===== config.mk =====
export PLATFORM = sky130hd
export DESIGN_NAME = naive_bus_arbiter2_flat
export DESIGN_NICKNAME = d
export VERILOG_FILES = /design/src/rtl/naive_bus_arbiter2_if.sv /design/src/rtl/naive_bus_arbiter2.sv /design/src/flat_wrapper.sv
export SDC_FILE = /design/constraint.sdc
export NUM_CORES = 1
export LEC_CHECK = 0
export CAP_MARGIN = 20
export CORE_AREA = 4 4 164 166
export DETAILED_ROUTE_END_ITERATION = 8
export DIE_AREA = 0 0 168 170
export GPL_ROUTABILITY_DRIVEN = 0
export PLACE_DENSITY_LB_ADDON = 0.05
export SYNTH_ARGS = -nofsm -noshare
export SYNTH_HDL_FRONTEND = slang
export SYNTH_SLANG_ARGS = --single-unit

===== constraint.sdc =====
create_clock -name clk -period 1.4 [get_ports clk]
set_clock_uncertainty 0.05 [all_clocks]
set_input_delay 0.21 -clock clk [delete_from_list [all_inputs] [get_ports clk]]
set_output_delay 0.21 -clock clk [all_outputs]
set_load 0.1 [all_outputs]

===== src/rtl/naive_bus_arbiter2_if.sv =====
// naive_bus point-to-point link: independent read and write request channels.
// The master modport issues requests; the slave modport grants and returns read data.
interface naive_bus;
  logic        rd_req;
  logic        rd_gnt;
  logic [3:0]  rd_be;
  logic [31:0] rd_addr;
  logic [31:0] rd_data;
  logic        wr_req;
  logic        wr_gnt;
  logic [3:0]  wr_be;
  logic [31:0] wr_addr;
  logic [31:0] wr_data;

  modport master (
    output rd_req, rd_be, rd_addr, wr_req, wr_be, wr_addr, wr_data,
    input  rd_gnt, rd_data, wr_gnt
  );

  modport slave (
    input  rd_req, rd_be, rd_addr, wr_req, wr_be, wr_addr, wr_data,
    output rd_gnt, rd_data, wr_gnt
  );
endinterface


===== src/rtl/naive_bus_arbiter2.sv =====
// Two-master / one-slave naive_bus arbiter; read and write channels arbitrated independently.
// Define NAIVE_BUS_ARB_RR_EN for round-robin; otherwise master 0 has fixed priority.

// One channel: combinational winner, lock held across slave stalls, priority pointer.
module naive_bus_arb_ch (
  input  logic       clk,
  input  logic       rst,
  input  logic [1:0] req,
  input  logic       gnt,
  output logic       win
);
  typedef enum logic {IDLE, HELD} state_t;

  state_t state;
  logic   sel;
  logic   prio;

  always_comb begin
    win = prio;
    if (state == HELD)        win = sel;
    else if (req[0] ^ req[1]) win = req[1];
  end

  // A held master that drops its request abandons the lock without a transfer.
  always_ff @(posedge clk or posedge rst) begin
    if (rst) begin
      state <= IDLE;
      sel   <= 1'b0;
    end else begin
      case (state)
        IDLE: if (req[win] && !gnt) begin
          state <= HELD;
          sel   <= win;
        end
        HELD: if (gnt || !req[sel]) state <= IDLE;
        default: state <= IDLE;
      endcase
    end
  end

`ifdef NAIVE_BUS_ARB_RR_EN
  always_ff @(posedge clk or posedge rst) begin
    if (rst)                 prio <= 1'b0;
    else if (req[win] && gnt) prio <= ~win;
  end
`else
  assign prio = 1'b0;
`endif
endmodule

module naive_bus_arbiter2 (
  input  logic clk,
  input  logic rst,
  naive_bus.slave  s0,
  naive_bus.slave  s1,
  naive_bus.master m
);
  logic [1:0]        rd_req, wr_req;
  logic [1:0][3:0]   rd_be, wr_be;
  logic [1:0][31:0]  rd_addr, wr_addr, wr_data;
  logic [1:0][1:0]   ch_req;
  logic [1:0]        ch_gnt, ch_win;
  logic              rw, ww;
  logic              rd_own_v, rd_own;

  assign rd_req  = {s1.rd_req,  s0.rd_req};
  assign rd_be   = {s1.rd_be,   s0.rd_be};
  assign rd_addr = {s1.rd_addr, s0.rd_addr};
  assign wr_req  = {s1.wr_req,  s0.wr_req};
  assign wr_be   = {s1.wr_be,   s0.wr_be};
  assign wr_addr = {s1.wr_addr, s0.wr_addr};
  assign wr_data = {s1.wr_data, s0.wr_data};

  // Channel 0 = read, channel 1 = write.
  assign ch_req[0] = rd_req;
  assign ch_req[1] = wr_req;
  assign ch_gnt    = {m.wr_gnt, m.rd_gnt};

  genvar c;
  generate
    for (c = 0; c < 2; c++) begin : g_ch
      naive_bus_arb_ch u_arb (
        .clk (clk),
        .rst (rst),
        .req (ch_req[c]),
        .gnt (ch_gnt[c]),
        .win (ch_win[c])
      );
    end
  endgenerate

  assign rw = ch_win[0];
  assign ww = ch_win[1];

  assign m.rd_req  = rd_req[rw];
  assign m.rd_be   = rd_req[rw] ? rd_be[rw]   : '0;
  assign m.rd_addr = rd_req[rw] ? rd_addr[rw] : '0;
  assign m.wr_req  = wr_req[ww];
  assign m.wr_be   = wr_req[ww] ? wr_be[ww]   : '0;
  assign m.wr_addr = wr_req[ww] ? wr_addr[ww] : '0;
  assign m.wr_data = wr_req[ww] ? wr_data[ww] : '0;

  // The loser always sees gnt=0 and retries.
  assign s0.rd_gnt = !rw & m.rd_gnt;
  assign s1.rd_gnt =  rw & m.rd_gnt;
  assign s0.wr_gnt = !ww & m.wr_gnt;
  assign s1.wr_gnt =  ww & m.wr_gnt;

  // Remember who owns the read data returning next cycle.
  always_ff @(posedge clk or posedge rst) begin
    if (rst) begin
      rd_own_v <= 1'b0;
      rd_own   <= 1'b0;
    end else begin
      rd_own_v <= m.rd_req & m.rd_gnt;
      if (m.rd_req & m.rd_gnt) rd_own <= rw;
    end
  end

  assign s0.rd_data = (rd_own_v && !rd_own) ? m.rd_data : '0;
  assign s1.rd_data = (rd_own_v &&  rd_own) ? m.rd_data : '0;
endmodule


===== src/flat_wrapper.sv =====
// flat-port wrapper written by rule: the top's interface ports become plain ports
module naive_bus_arbiter2_flat 
  (clk, rst, s0_rd_req, s0_rd_be, s0_rd_addr, s0_wr_req, s0_wr_be, s0_wr_addr, s0_wr_data, s0_rd_gnt, s0_rd_data, s0_wr_gnt, s1_rd_req, s1_rd_be, s1_rd_addr, s1_wr_req, s1_wr_be, s1_wr_addr, s1_wr_data, s1_rd_gnt, s1_rd_data, s1_wr_gnt, m_rd_req, m_rd_be, m_rd_addr, m_wr_req, m_wr_be, m_wr_addr, m_wr_data, m_rd_gnt, m_rd_data, m_wr_gnt);
  naive_bus s0_i ();
  naive_bus s1_i ();
  naive_bus m_i ();
  input  logic clk;
  input  logic rst;
  input wire logic [$bits(s0_i.rd_req)-1:0] s0_rd_req;
  input wire logic [$bits(s0_i.rd_be)-1:0] s0_rd_be;
  input wire logic [$bits(s0_i.rd_addr)-1:0] s0_rd_addr;
  input wire logic [$bits(s0_i.wr_req)-1:0] s0_wr_req;
  input wire logic [$bits(s0_i.wr_be)-1:0] s0_wr_be;
  input wire logic [$bits(s0_i.wr_addr)-1:0] s0_wr_addr;
  input wire logic [$bits(s0_i.wr_data)-1:0] s0_wr_data;
  output wire logic [$bits(s0_i.rd_gnt)-1:0] s0_rd_gnt;
  output wire logic [$bits(s0_i.rd_data)-1:0] s0_rd_data;
  output wire logic [$bits(s0_i.wr_gnt)-1:0] s0_wr_gnt;
  input wire logic [$bits(s1_i.rd_req)-1:0] s1_rd_req;
  input wire logic [$bits(s1_i.rd_be)-1:0] s1_rd_be;
  input wire logic [$bits(s1_i.rd_addr)-1:0] s1_rd_addr;
  input wire logic [$bits(s1_i.wr_req)-1:0] s1_wr_req;
  input wire logic [$bits(s1_i.wr_be)-1:0] s1_wr_be;
  input wire logic [$bits(s1_i.wr_addr)-1:0] s1_wr_addr;
  input wire logic [$bits(s1_i.wr_data)-1:0] s1_wr_data;
  output wire logic [$bits(s1_i.rd_gnt)-1:0] s1_rd_gnt;
  output wire logic [$bits(s1_i.rd_data)-1:0] s1_rd_data;
  output wire logic [$bits(s1_i.wr_gnt)-1:0] s1_wr_gnt;
  output wire logic [$bits(m_i.rd_req)-1:0] m_rd_req;
  output wire logic [$bits(m_i.rd_be)-1:0] m_rd_be;
  output wire logic [$bits(m_i.rd_addr)-1:0] m_rd_addr;
  output wire logic [$bits(m_i.wr_req)-1:0] m_wr_req;
  output wire logic [$bits(m_i.wr_be)-1:0] m_wr_be;
  output wire logic [$bits(m_i.wr_addr)-1:0] m_wr_addr;
  output wire logic [$bits(m_i.wr_data)-1:0] m_wr_data;
  input wire logic [$bits(m_i.rd_gnt)-1:0] m_rd_gnt;
  input wire logic [$bits(m_i.rd_data)-1:0] m_rd_data;
  input wire logic [$bits(m_i.wr_gnt)-1:0] m_wr_gnt;
  assign s0_i.rd_req = s0_rd_req;
  assign s0_i.rd_be = s0_rd_be;
  assign s0_i.rd_addr = s0_rd_addr;
  assign s0_i.wr_req = s0_wr_req;
  assign s0_i.wr_be = s0_wr_be;
  assign s0_i.wr_addr = s0_wr_addr;
  assign s0_i.wr_data = s0_wr_data;
  assign s0_rd_gnt = s0_i.rd_gnt;
  assign s0_rd_data = s0_i.rd_data;
  assign s0_wr_gnt = s0_i.wr_gnt;
  assign s1_i.rd_req = s1_rd_req;
  assign s1_i.rd_be = s1_rd_be;
  assign s1_i.rd_addr = s1_rd_addr;
  assign s1_i.wr_req = s1_wr_req;
  assign s1_i.wr_be = s1_wr_be;
  assign s1_i.wr_addr = s1_wr_addr;
  assign s1_i.wr_data = s1_wr_data;
  assign s1_rd_gnt = s1_i.rd_gnt;
  assign s1_rd_data = s1_i.rd_data;
  assign s1_wr_gnt = s1_i.wr_gnt;
  assign m_rd_req = m_i.rd_req;
  assign m_rd_be = m_i.rd_be;
  assign m_rd_addr = m_i.rd_addr;
  assign m_wr_req = m_i.wr_req;
  assign m_wr_be = m_i.wr_be;
  assign m_wr_addr = m_i.wr_addr;
  assign m_wr_data = m_i.wr_data;
  assign m_i.rd_gnt = m_rd_gnt;
  assign m_i.rd_data = m_rd_data;
  assign m_i.wr_gnt = m_wr_gnt;
  naive_bus_arbiter2 u_core (.clk(clk), .rst(rst), .s0(s0_i), .s1(s1_i), .m(m_i));
endmodule

==> flow_metrics.env, run 1 <==
export IMPL_drc_errors=0
export IMPL_drt_wl_total_mm=22.50
export IMPL_max_freq_mhz=499.4
export IMPL_drt_iter0_markers=88
export IMPL_synth_compound_area_share_pct=52.58
export IMPL_cp_max_fo=8
export IMPL_numCtsBuffers=3
export IMPL_hpwlAfterDp_mm=16.44
export IMPL_comb_power_share_pct=92.6
export IMPL_hp_class="input port to asynchronous set/reset pin"
export IMPL_ir_drop_uv=341.4
export IMPL_cts_root_buf="clkbuf_16"
export IMPL_placedInstanceArea_um2=9248
export IMPL_power_density_nw_per_um2=862.2
export IMPL_start_util_pct=7.293
export IMPL_grt_pass1_vias=4532
export IMPL_syn_cell_area_um2=1868
export IMPL_syn_avg_cell_area_um2=7.625
export IMPL_critPathLaunch="u_core.g_ch[0].u_arb.state$_DFF_PP0_"
export IMPL_clkLatencyLatePin_ns=0.22
export IMPL_fin_cells=1054
export IMPL_hold_buffers=0
export IMPL_final_cell_mix="244 x clkdlybuf4s50_1, 193 x buf_12, 104 x a22o_4"
export IMPL_htreeDepth=1
export IMPL_die_area_um2=28560
export IMPL_p_leak_nw=4.539
export IMPL_cap_violations=0
export IMPL_clkTransAtPathRegs_ns=0.04
export IMPL_cp_start_kind="flop"
export IMPL_antenna_found_initial=2
export IMPL_status="complete, but fails checks"
export IMPL_period_share_pct=143.0
export IMPL_place_inst=1002
export IMPL_drive_gt1_share_pct=62.67
export IMPL_slew_headroom_pct=82.06
export IMPL_timing_rr_start="u_core.g_ch[0].u_arb.state$_DFF_PP0_"
export IMPL_power_total_mw=9.326
export IMPL_overflow=0
export IMPL_die_y_um=170
export IMPL_seq_power_share_pct=2.4
export IMPL_tightest_slew_ns=0.2691
export IMPL_layout_setup_ws_ns=-0.6023
export IMPL_synth_top_family_by_area="compound AO/OA/AOI/OAI gates"
export IMPL_synth_xor_area_share_pct=0
export IMPL_io_pins=422
export IMPL_synthAdderAreaFrac_pct=0
export IMPL_grt_max_degree=29
export IMPL_final_antenna_net_count=0
export IMPL_end_kind="output port"
export IMPL_yosysTopAreaCellShare_pct=48.76
export IMPL_grt_first_pass_wirelength_mm=30.47
export IMPL_clkSinkCount=6
export IMPL_dr_pass1_iters=4
export IMPL_rows=59
export IMPL_period_needed_ns=2.002
export IMPL_die_w_um=168
export IMPL_p_switching_mw=4.937
export IMPL_track_usage_pct=14.07
export IMPL_final_nets=968
export IMPL_final_area_um2=10820
export IMPL_ys_warn_count=0
export IMPL_p_int_mw=4.389
export IMPL_critPathKind="flop to output port"
export IMPL_fin_util_pct=42.23
export IMPL_cts_tree="yes"
export IMPL_switching_share_pct=52.93
export IMPL_rsz0062_at_grt="yes"
export IMPL_clock_path_buffers=2
export IMPL_syn_to_final_growth_pct=479.0
export IMPL_port_buffers=421
export IMPL_pre_cts_ws_ns=-0.6808
export IMPL_synth_mux_area_fraction_pct=0
export IMPL_worstPathArrival_ns=1.74
export IMPL_ys_ff_latch=6
export IMPL_viasPerCell=3.936
export IMPL_hold_viol=0
export IMPL_setup_violations=177
export IMPL_core_area_um2=25620
export IMPL_final_common_cell="clkdlybuf4s50_1"
export IMPL_cp_required_ns=1.14
export IMPL_netlist_instances=245
export IMPL_slew_violations=0
export IMPL_vias=4149
export IMPL_wl_per_cell_um=21.34
export IMPL_violations="negative setup slack"
export IMPL_yosys_top_cells_area="a22o_1 49%, and2_1 12%, and3_1 11%"
export IMPL_synthSimpleGateAreaFrac_pct=29.14
export IMPL_synth_seq_area_share_pct=8.038
export IMPL_ys_types=23
export IMPL_yosys_area_top_type="a22o_1"
export IMPL_clockPowerShare_pct=5.0
export IMPL_syn_nets=493
==> cells by family (layout without fill, tap and decap cells) <==
group / Yosys count / count (layout)
flip-flops: 6 / 6
AO/OA/AOI/OAI: 115 / 115
buffers and inverters: 33 / 506
other: 0 / 1
AND/OR/NAND/NOR: 91 / 91
==> worst paths after layout <==
path / slack, ns / cells after the start / endpoint
worst max-delay path: -0.60 / 5 / m_rd_be[2]
worst min-delay path: 0.18 / 2 / u_core.rd_own$_DFFE_PP0P_
worst max register to register: -0.04 / 7 / u_core.rd_own_v$_DFF_PP0_
worst min register to register: 0.62 / 3 / u_core.g_ch[0].u_arb.sel$_DFFE_PP0P_
max in group asynchronous: 0.89 / 2 / u_core.g_ch[0].u_arb.state$_DFF_PP0_
min in group clk: 0.37 / 3 / u_core.g_ch[1].u_arb.sel$_DFFE_PP0P_
==> cells in the mapped netlist, drive strengths merged <==
| cell type | number |
|---|---|
| nor2 | 9 |
| o21a | 1 |
| dfrtp | 6 |
| a22o | 104 |
| buf | 17 |
| nand2 | 2 |
| nor3b | 3 |
| nor2b | 3 |
| and2 | 36 |
| inv | 2 |
| o31a | 1 |
| and3 | 32 |
| a21boi | 1 |
| nor3 | 3 |
| nand2b | 2 |
| a21oi | 8 |
| clkbuf | 14 |
| or2 | 1 |
==> timing repair <==
action / in CTS / in global routing
buffers inserted: 23 / 5
cloned: 22 / 9
resized for setup: 105 / 31
endpoints found under the setup margin: 176 / 177
pin swaps: 39 / 24
==> stage by stage <==
step                      hold slack (ns)  setup TNS [ns]
final                              0.1802          -74.75
after global routing               0.2261          -84.08
after CTS                          0.1949          -74.97
after detailed placement           0.4301          -64.78
after global placement             0.4224          -65.01
after floorplan                  -0.04904          -33.21
==> state kept, by name (all words and copies together) (netlist names) <==
register	cells
u_core.rd_own_v	1
u_core.g_ch.u_arb.sel	2
u_core.g_ch.u_arb.state	2
u_core.rd_own	1
==> routing by layer <==
| metal | GRT usage, % | share of wire (%) | vias to the layer above |
|---|---|---|---|
| li1 | - | - | 1935 |
| met1 | 13.13 | 31 | 1943 |
| met2 | 28.95 | 58 | 249 |
| met3 | 4.832 | 9.1 | 20 |
| met4 | 3.423 | 1.9 | 2 |
| met5 | 0 | 0.058 | - |
==> power groups by stage <==
stage,Combinational [mW],Clock (mW),Sequential (mW)
global placement,7.60,0,0.218
global route,8.88,0.483,0.228
detailed placement,7.61,0,0.219
CTS,8.62,0.473,0.220
floorplan,4.46,0,0.226
finish,8.64,0.462,0.224
==> worst max-delay path, cell delays in order (launching register included) <==
cell and delay (ns):
dfrtp_2 0.44, and2_4 0.18, o21a_4 0.30, clkbuf_16 0.20, a22o_4 0.22, buf_12 0.16
==> area by class of cell <==
| class | count | area, um2 |
|---|---|---|
| inverters | 2 | 7.507 |
| diodes | 1 | 2.502 |
| flip-flops and latches | 6 | 151.4 |
| repair buffers | 501 | 7350 |
| clock buffers | 3 | 75.07 |
| multi-input cells | 206 | 2811 |
| fillers | 2319 | 14800 |
| well taps | 335 | 419.2 |
Note: power is estimated with default switching activity, not from simulation.
==> run 2: changes to the inputs <==
--- a/config.mk
+++ b/config.mk
@@ -5,7 +5,6 @@
 export SDC_FILE = /design/constraint.sdc
 export NUM_CORES = 1
 export LEC_CHECK = 0
-export CAP_MARGIN = 20
 export CORE_AREA = 4 4 164 166
 export DETAILED_ROUTE_END_ITERATION = 8
 export DIE_AREA = 0 0 168 170
==> constraint.sdc (replaced) <==
create_clock -name clk -period 1.4 [get_ports clk]
set_clock_uncertainty 0.05 [all_clocks]
set_input_delay 0.21 -clock clk [delete_from_list [all_inputs] [get_ports clk]]
set_output_delay 0.21 -clock clk [all_outputs]
set_load 0.005 [all_outputs]
==> run 2 against run 1 <==
  * The flow still finishes with violations (negative setup slack)
  * Largest power group unchanged
  * Clock-buffer cell count is the same
  * Worst hold slack lost 0.012 ns
  * Highest routed layer is now met4
  * Register-to-register slack is essentially flat
  * Critical path type unchanged
  * Worst setup slack lost 0.094 ns
  * Global-route usage shrank 1.6 points
  * Clock power grew 2%
==> flow_metrics.env, run 2 (synthesis gave the netlist of run 1 again) <==
export IMPL_cp_start_kind="flop"
export IMPL_crit_chain="and2_4, o21a_4, buf_12, buf_16, buf_6, buf_6, a22o_1, buf_2"
export IMPL_end_kind="output port"
export IMPL_fin_util_pct=30.78
export IMPL_wl_per_cell_um=18.66
export IMPL_final_antenna_net_count=0
export IMPL_switching_share_pct=31.13
export IMPL_rsz0062_at_grt="yes"
export IMPL_final_common_cell="clkdlybuf4s50_1"
export IMPL_vias=4254
export IMPL_htreeDepth=1
export IMPL_viasPerCell=3.874
export IMPL_largest_registers="u_core.g_ch.u_arb.sel x2, u_core.g_ch.u_arb.state x2"
export IMPL_fin_hold_ws_ns=0.1681
export IMPL_critPathLaunch="u_core.g_ch[0].u_arb.state$_DFF_PP0_"
export IMPL_clockPowerShare_pct=11.2
export IMPL_period_needed_ns=2.096
export IMPL_crit_path_frequent_cell="buf_6"
export IMPL_die_y_um=170
export IMPL_port_buffers=421
export IMPL_nFillCells=2726
export IMPL_grt_use_met3_pct=3.949
export IMPL_violations="negative setup slack"
export IMPL_critical_path_max_stage_delay_ns=0.43
export IMPL_max_freq_mhz=477.0
export IMPL_antenna_found_initial=0
export IMPL_critPathKind="flop to output port"
export IMPL_cap_violations=0
export IMPL_slowest_stage="dfrtp_2"
export IMPL_start_util_pct=7.293
export IMPL_hp_class="input port to asynchronous set/reset pin"
export IMPL_ir_drop_uv=175.2
export IMPL_worst_path_stages=8
export IMPL_drt_iter0_markers=62
export IMPL_slew_headroom_pct=81.93
export IMPL_grt_max_degree=38
export IMPL_clkSinkCount=6
export IMPL_final_cell_mix="245 x clkdlybuf4s50_1, 113 x buf_2, 111 x buf_6"
export IMPL_grt_busiest_layer="met2"
export IMPL_drive_gt1_share_pct=49.67
export IMPL_io_pins=422
export IMPL_p_int_mw=2.893
export IMPL_syn_to_final_growth_pct=322.1
export IMPL_p_leak_nw=3.648
export IMPL_worstPathArrival_ns=1.84
export IMPL_diodes=0
export IMPL_cp_top_family="buffers and inverters"
export IMPL_hold_viol=0
export IMPL_layout_setup_ws_ns=-0.6964
export IMPL_worst_path_buf_inv=5
export IMPL_grt_pass1_vias=4423
export IMPL_grt_first_pass_wirelength_mm=27.57
export IMPL_final_area_um2=7885
export IMPL_dr_pass1_iters=5
export IMPL_seq_power_share_pct=5.4
export IMPL_timing_rr_end="u_core.rd_own_v$_DFF_PP0_"
export IMPL_grt_util_met2_pct=25.47
export IMPL_timing_rr_start="u_core.g_ch[0].u_arb.state$_DFF_PP0_"
export IMPL_p_switching_mw=1.308
export IMPL_power_density_nw_per_um2=532.7
export IMPL_power_total_mw=4.200
export IMPL_comb_power_share_pct=83.4
export IMPL_clock_path_buffers=2
export IMPL_grt_util_met1_pct=12.19
export IMPL_rows=59
export IMPL_hold_buffers=0
export IMPL_setup_violations=176
export IMPL_core_area_um2=25620
export IMPL_cp_max_fo=5
export IMPL_slew_violations=0
export IMPL_rrSetupSlack_ns=-0.03
export IMPL_cp_required_ns=1.14
export IMPL_die_area_um2=28560
export IMPL_rr_worst_depth=7
export IMPL_track_usage_pct=12.50
export IMPL_status="complete, but fails checks"
export IMPL_hpwlAfterDp_mm=14.96
export IMPL_placedInstanceArea_um2=6691
export IMPL_pre_cts_ws_ns=-0.9445
export IMPL_drt_wl_total_mm=20.49
export IMPL_overflow=0
export IMPL_die_w_um=168
export IMPL_cp_endpoint="m_rd_be[1]"
export IMPL_period_share_pct=149.7
export IMPL_drc_errors=0
export IMPL_final_nets=1013
export IMPL_clkLatencyLatePin_ns=0.23
export IMPL_clkTransAtPathRegs_ns=0.04
export IMPL_cts_root_buf="clkbuf_16"
export IMPL_cts_tree="yes"
export IMPL_tightest_slew_ns=0.2708
export IMPL_numCtsBuffers=3
-- run 2: cell count changes in the layout (fill, tap and decap cells not counted), sizes merged --
cell and delta:
clkdlybuf4s50 +1, buf +45, dlygate4sd2 -1, clkbuf -2, diode -1, clkdlybuf4s15 +2
-- run 2: power groups by stage --
stage               combinational, mW  clock (mW)  sequential, mW
floorplan                       0.774           0           0.225
global placement                 2.69           0           0.220
CTS                              3.25       0.484           0.226
global route                     3.74       0.489           0.230
detailed placement               2.68           0           0.220
finish                           3.50       0.470           0.225
-- run 2: worst min-delay path by stage --
stage                                            to  slack [ns]  start  cells after the start
5_1_grt        u_core.g_ch[1].u_arb.sel$_DFFE_PP0P_        0.22    rst                      2
2_1_floorplan  u_core.g_ch[0].u_arb.sel$_DFFE_PP0P_       -0.05    rst                      1
3_3_place_gp   u_core.g_ch[0].u_arb.sel$_DFFE_PP0P_        0.42    rst                      2
3_5_place_dp              u_core.rd_own$_DFFE_PP0P_        0.43    rst                      2
6_report       u_core.g_ch[0].u_arb.state$_DFF_PP0_        0.17    rst                      2
4_1_cts        u_core.g_ch[0].u_arb.state$_DFF_PP0_        0.19    rst                      2
-- run 2: layer usage --
metal  vias up  wire length, um
met4         0              388
met1      1957             6913
met3        20             1909
met2       258            11280
li1       2019                -
met5         -                0
-- run 2: cell type report --
| cell class | instances | area [um2] | area share, % |
|---|---|---|---|
| clock buffer | 3 | 75.07 | 0.9521 |
| inverter | 2 | 7.507 | 0.09521 |
| multi-input combinational | 206 | 1862 | 23.61 |
| sequential | 6 | 153.9 | 1.952 |
| tap | 335 | 419.2 | 5.316 |
| timing repair buffer | 546 | 5368 | 68.07 |
-- run 2: stage by stage --
stage / cells / TNS (ns)
3_5_place_dp: 1005 / -105.63
3_3_place_gp: 1005 / -105.16
2_1_floorplan: 245 / -4.905
4_1_cts: 1094 / -81.94
6_report: 1098 / -71.15
5_1_grt: 1098 / -82.99
-- run 2: what timing repair did --
item | CTS | global route
gates resized for setup | 798 | 151
setup buffers | 71 | 27
setup endpoints to repair | 175 | 177
cloned | 17 | 5
pin swaps | 70 | 44
==> run 3: changes to the inputs <==
--- a/config.mk
+++ b/config.mk
@@ -6,10 +6,11 @@
 export NUM_CORES = 1
 export LEC_CHECK = 0
 export CORE_AREA = 4 4 164 166
+export CTS_CLUSTER_DIAMETER = 200
 export DETAILED_ROUTE_END_ITERATION = 8
 export DIE_AREA = 0 0 168 170
 export GPL_ROUTABILITY_DRIVEN = 0
-export PLACE_DENSITY_LB_ADDON = 0.05
+export PLACE_DENSITY = 0.49
 export SYNTH_ARGS = -nofsm -noshare
 export SYNTH_HDL_FRONTEND = slang
 export SYNTH_SLANG_ARGS = --single-unit
==> run 3 against run 2 <==
  * The flow still finishes with violations (negative setup slack)
  * Critical path depth unchanged
  * Final area increased by 1.0%
  * Combinational power about the same
  * Core utilization is 0.31 points higher
  * Global-route usage decreased by 1.1 points
  * Worst hold slack better by 0.051 ns
  * First-iteration DRC count grew 52%
  * Final cell count rose by 0.82%
  * Clock power increased by 4%
  * Via count up 1.0%
  * Sequential power is 2% lower
  * Non-clock buffer count increased by 9
  * Critical path type unchanged
  * Largest cell class unchanged
==> flow_metrics.env, run 3 (synthesis gave the netlist of run 1 again) <==
export IMPL_hold_buffers=0
export IMPL_wl_per_cell_um=17.74
export IMPL_cp_max_fo=5
export IMPL_start_util_pct=7.293
export IMPL_power_density_nw_per_um2=527.3
export IMPL_overflow=0
export IMPL_final_nets=1022
export IMPL_critPathKind="flop to output port"
export IMPL_seq_area_um2=150.1
export IMPL_met2_length_mm=10.49
export IMPL_track_usage_pct=11.40
export IMPL_hp_class="input port to asynchronous set/reset pin"
export IMPL_top_layer="met4"
export IMPL_violations="negative setup slack"
export IMPL_antenna_found_initial=0
export IMPL_period_needed_ns=2.223
export IMPL_core_area_um2=25620
export IMPL_final_antenna_net_count=0
export IMPL_slew_headroom_pct=77.87
export IMPL_p_leak_nw=3.683
export IMPL_slew_violations=0
export IMPL_setup_violations=177
export IMPL_nFillCells=2704
export IMPL_worst_path_buf_inv=5
export IMPL_grt_first_pass_wirelength_mm=25.41
export IMPL_rows=59
export IMPL_cp_endpoint="m_wr_addr[30]"
export IMPL_cp_top_family="buffers and inverters"
export IMPL_route_met3_wl_mm=1.544
export IMPL_ir_drop_uv=286.7
export IMPL_hpwlAfterDp_mm=13.66
export IMPL_drive_gt1_share_pct=51.30
export IMPL_slowest_stage="dfrtp_1"
export IMPL_numCtsBuffers=3
export IMPL_cts_root_buf="clkbuf_16"
export IMPL_io_pins=422
export IMPL_syn_to_final_growth_pct=326.3
export IMPL_cap_violations=0
export IMPL_clkSinkCount=6
export IMPL_crit_chain="or2_1, a21oi_4, buf_12, clkbuf_16, buf_8, clkbuf_16, a22o_1, buf_2"
export IMPL_timing_rr_start="u_core.rd_own$_DFFE_PP0P_"
export IMPL_final_common_cell="clkdlybuf4s50_1"
export IMPL_end_kind="output port"
export IMPL_die_y_um=170
export IMPL_drc_errors=0
export IMPL_rsz0062_at_grt="yes"
export IMPL_die_area_um2=28560
export IMPL_vias=4298
export IMPL_hold_viol=0
export IMPL_final_cell_mix="245 x clkdlybuf4s50_1, 128 x buf_6, 102 x buf_2"
export IMPL_worstPathArrival_ns=1.96
export IMPL_largest_registers="u_core.g_ch.u_arb.sel x2, u_core.g_ch.u_arb.state x2"
export IMPL_timing_rr_end="u_core.rd_own$_DFFE_PP0P_"
export IMPL_viasPerCell=3.883
export IMPL_pre_cts_ws_ns=-0.9119
export IMPL_worst_path_stages=8
export IMPL_dr_pass1_iters=4
export IMPL_clkTransAtPathRegs_ns=0.04
export IMPL_drt_iter0_markers=94
export IMPL_rr_worst_depth=8
export IMPL_grt_pass1_vias=4282
export IMPL_critical_path_max_stage_delay_ns=0.41
export IMPL_max_freq_mhz=449.9
export IMPL_multiInputGateArea_um2=1899
export IMPL_place_inst=1012
export IMPL_grt_max_degree=33
export IMPL_status="complete, but fails checks"
export IMPL_rrSetupSlack_ns=-0.07
export IMPL_die_w_um=168
export IMPL_clock_path_buffers=2
export IMPL_period_share_pct=158.8
export IMPL_clkLatencyLatePin_ns=0.23
export IMPL_cts_tree="yes"
export IMPL_cp_start_kind="flop"
export IMPL_port_buffers=421
export IMPL_diodes=0
export IMPL_fin_cells=1107
export IMPL_drt_wl_total_mm=19.64
export IMPL_critPathLaunch="u_core.g_ch[1].u_arb.state$_DFF_PP0_"
export IMPL_htreeDepth=1
export IMPL_drt_met1_wl_mm=7.008
export IMPL_crit_path_frequent_cell="clkbuf_16"
export IMPL_cp_required_ns=1.14
export IMPL_layout_setup_ws_ns=-0.8229
export IMPL_tightest_slew_ns=0.3313
==> run 3: worst min path at each step <==
stage               from                                    to  slack [ns]
CTS                  rst             u_core.rd_own$_DFFE_PP0P_        0.23
floorplan            rst  u_core.g_ch[0].u_arb.sel$_DFFE_PP0P_       -0.05
global placement     rst             u_core.rd_own$_DFFE_PP0P_        0.49
finish               rst             u_core.rd_own$_DFFE_PP0P_        0.22
detailed placement   rst             u_core.rd_own_v$_DFF_PP0_        0.48
global route         rst             u_core.rd_own$_DFFE_PP0P_        0.25
==> run 3: layout make-up <==
cell class	count	area share, %
Timing Repair Buffer	555	67.97
Sequential cell	6	1.885
Clock buffer	3	0.9427
Multi-Input combinational cell	206	23.85
Tap cell	335	5.263
Inverter	2	0.09427
==> run 3: stage by stage <==
step	hold WS [ns]	total power, mW	TNS, ns	utilization (%)	cell area [um2]
finish	0.2195	4.200	-90.81	31.09	7964
global route	0.2518	4.456	-101.63	31.09	7964
CTS	0.2316	4.039	-93.60	29.34	7515
detailed placement	0.4793	2.889	-104.63	26.28	6731
global placement	0.4857	2.903	-104.13	26.28	6731
floorplan	-0.04904	0.9988	-4.905	-	1893
==> run 3: timing repair <==
| item | CTS | global route |
|---|---|---|
| resized for setup | 626 | 298 |
| buffers inserted | 59 | 41 |
| hold endpoints to repair | 0 | 0 |
| gates cloned | 14 | 6 |
| pin swaps | 32 | 86 |
| endpoints found under the setup margin | 176 | 177 |
==> run 3: where the power goes <==
group | switching (mW) | internal, mW
Clock | 0.120 | 0.369
Combinational | 1.19 | 2.30
Sequential | 0.0226 | 0.198
Total | 1.33 | 2.87
==> run 3: metal layers <==
layer / GRT usage, % / up-vias
li1: - / 2030
met1: 11.81 / 1971
met2: 22.48 / 270
met3: 2.462 / 27
met4: 3.987 / 0
met5: 0 / -
==> run 3: worst register-to-register path, stage by stage (launching register included) <==
cell and delay, ns:
dfrtp_1 0.40, buf_6 0.13, buf_6 0.10, buf_8 0.13
buf_12 0.14, buf_6 0.12, nand2b_4 0.13, a21oi_2 0.10
nor3_1 0.06
==> RTL change: new RTL, flow settings as in run 3 <==
Add a define of `NAIVE_BUS_ARB_RR_EN`.
--- a/src/rtl/naive_bus_arbiter2.sv
+++ b/src/rtl/naive_bus_arbiter2.sv
@@ -3,4 +3,6 @@
 
 // One channel: combinational winner, lock held across slave stalls, priority pointer.
+`define NAIVE_BUS_ARB_RR_EN
+
 module naive_bus_arb_ch (
   input  logic       clk,
Check against the original RTL: not equivalent (Yosys sat finds a counterexample within 4 cycles, from zero or initial values and one cycle with rst high).
==> RTL change against run 3 <==
The flow still finishes with violations (setup timing). Combinational power is 110% higher. Maximum frequency up 5.4%. Sequential cell count grew 2. Final area up 26%. Wire length rose by 23%. Utilization up 8.1 points. Sequential share of layout area is 0.14 points higher. Clock power is 3% higher. Sequential power rose by 55%. Worst setup slack gained 0.11 ns. Total power is 92% higher. Non-clock buffer count increased by 59. Synthesized area up 43%.
==> RTL change: results (changes against run 3) <==
Outcome:
- The flow ran to the end, but the final reports show violations.
- The final reports fail on setup timing.

Setup path:
- The slowest library cell on the worst path is sky130_fd_sc_hd__dfrtp_2.
- The reg-to-reg setup timing slack came to -0.10 ns (-0.03 ns).
- The count of cells along the worst register-to-register path is 9 (+1).
- The origin of the critical flop-to-flop path is u_core.g_ch[0].u_arb.sel$_DFFE_PP0P_.
- The largest stage delay on the critical path is 0.43 ns (+0.02 ns).
- The arrival time at the worst endpoint was 1.85 ns (-0.11 ns).
- The endpoint identified for the worst register-to-register timing path is u_core.g_ch[0].u_arb.prio$_DFFE_PP0P_.

GRT:
- The met2 layer usage reported by global route is 27.67% (+5.2 points).
- The number of antenna violations at the first check in global routing is 1 (+1).
- The maximum number of pins on one net before global-route repair came to 27 (-18%).
- The global-route wire length before repair is 33.18 mm (+31%).
- The global routing usage on met3 is 3.368% (+0.91 points).

Timing:
- The worst setup margin is -0.7092 ns (+0.1137 ns).
- The post-route setup TNS is -78.27 ns (+12.54 ns).
- The total setup violations reported at the end of the flow is 175 (-1.1%).
- The final hold slack came to 0.2197 ns (+0.0002100 ns).
- The actual slew at the worst max-slew pin came to 0.4141 ns (+0.08285 ns).

Pwr:
- The peak supply drop is 0.4071 mV (+42%).

Synthesis:
- The average cell area after synthesis is 6.526 um^2 (-14%).
- The portion of netlist area occupied by mux cells came to 25.94% (+26 points).
- By count the netlist is led by sky130_fd_sc_hd__nor2_1 (77), sky130_fd_sc_hd__mux2i_1 (69), sky130_fd_sc_hd__a21oi_1 (43), sky130_fd_sc_hd__nand3_1 (36), sky130_fd_sc_hd__and2_1 (34).
- The number of nets in the synthesized netlist is 656 (+33%).
- The count of distinct cell types in the synthesized netlist is 28 (+22%).
- The share of synthesized area occupied by flip-flops and latches was 7.519% (-0.52 points).
- The share of the synthesized area in compound gates (AO/OA/AOI/OAI) is 18.94% (-34 points).

Drt:
- The total wire length after detailed routing is 24.20 mm (+23%).
- The iteration count of the initial detailed-routing pass is 4 (unchanged).
- The routed wirelength normalized by instance count is 18.36 um (+3.5%).
- The DRC violation total after the first TritonRoute iteration came to 118 (+26%).
- The detailed-route via count is 5316 (+24%).

Cells and area:
- The largest registers in the layout are u_core.g_ch.u_arb.prio (2), u_core.g_ch.u_arb.sel (2), u_core.g_ch.u_arb.state (2).
- The fraction of layout instances using a drive strength above 1 is 56.21% (+4.9 points).
- The number of nets in the layout is 1232 (+21%).

Placement:
- The HPWL reported at the end of detailed placement came to 15.81 mm (+16%).
## RTL change: cells by family (layout without fill, tap and decap cells)
| group | count (synthesis) | after routing |
|---|---|---|
| flops | 8 | 8 |
| simple gates | 190 | 190 |
| mux | 69 | 69 |
| buf+inv | 50 | 624 |
| compound gates | 91 | 91 |
| other cells | 0 | 1 |
## RTL change: repair_timing
action | 4_1_cts | 5_1_grt
setup endpoints to repair | 175 | 176
buffers inserted | 83 | 57
resized for setup | 823 | 309
cloned | 21 | 4
pin swaps | 43 | 107
## RTL change: area by class of cell
class / instances / share of cell area [%]
Clock buffer: 3 / 0.7469
Timing Repair Buffer: 614 / 62.64
Antenna cell: 1 / 0.02490
Multi-Input combinational cell: 350 / 30.10
Sequential cell: 8 / 2.029
Inverter: 7 / 0.2863
Tap cell: 335 / 4.170
## RTL change: per-layer routing
| layer | up-vias | part of all wire (%) |
|---|---|---|
| met5 | - | 0 |
| met4 | 0 | 2.0 |
| met3 | 21 | 7.0 |
| met2 | 253 | 52 |
| met1 | 2444 | 39 |
| li1 | 2598 | - |
## RTL change: stage by stage
stage	instance area (um^2)	setup slack [ns]
6_report	10050	-0.7092
4_1_cts	9044	-0.8451
2_1_floorplan	2763	-0.1093
3_3_place_gp	7784	-1.154
3_5_place_dp	7784	-1.151
5_1_grt	10050	-0.8253
## RTL change: critical path, delay by kind of cell, from the launching register on
family	cells	cell delay, ns
flops	1	0.43
compound gates	1	0.35
mux	1	0.22
simple gates	1	0.05
buf+inv	4	0.57
## RTL change: report_power, final
group | switching, mW | total [mW] | internal (mW)
registers | 0.0596 | 0.341 | 0.281
clock network | 0.133 | 0.503 | 0.371
logic | 2.75 | 7.20 | 4.45
## RTL change: worst max-delay path by stage
stage / end / slack, ns / cells after the start
2_1_floorplan: m_wr_addr[0] / -0.11 / 5
3_3_place_gp: m_wr_data[8] / -1.15 / 8
3_5_place_dp: m_wr_data[8] / -1.15 / 8
4_1_cts: m_wr_data[8] / -0.85 / 10
5_1_grt: m_wr_data[5] / -0.83 / 8
6_report: m_wr_data[8] / -0.71 / 7
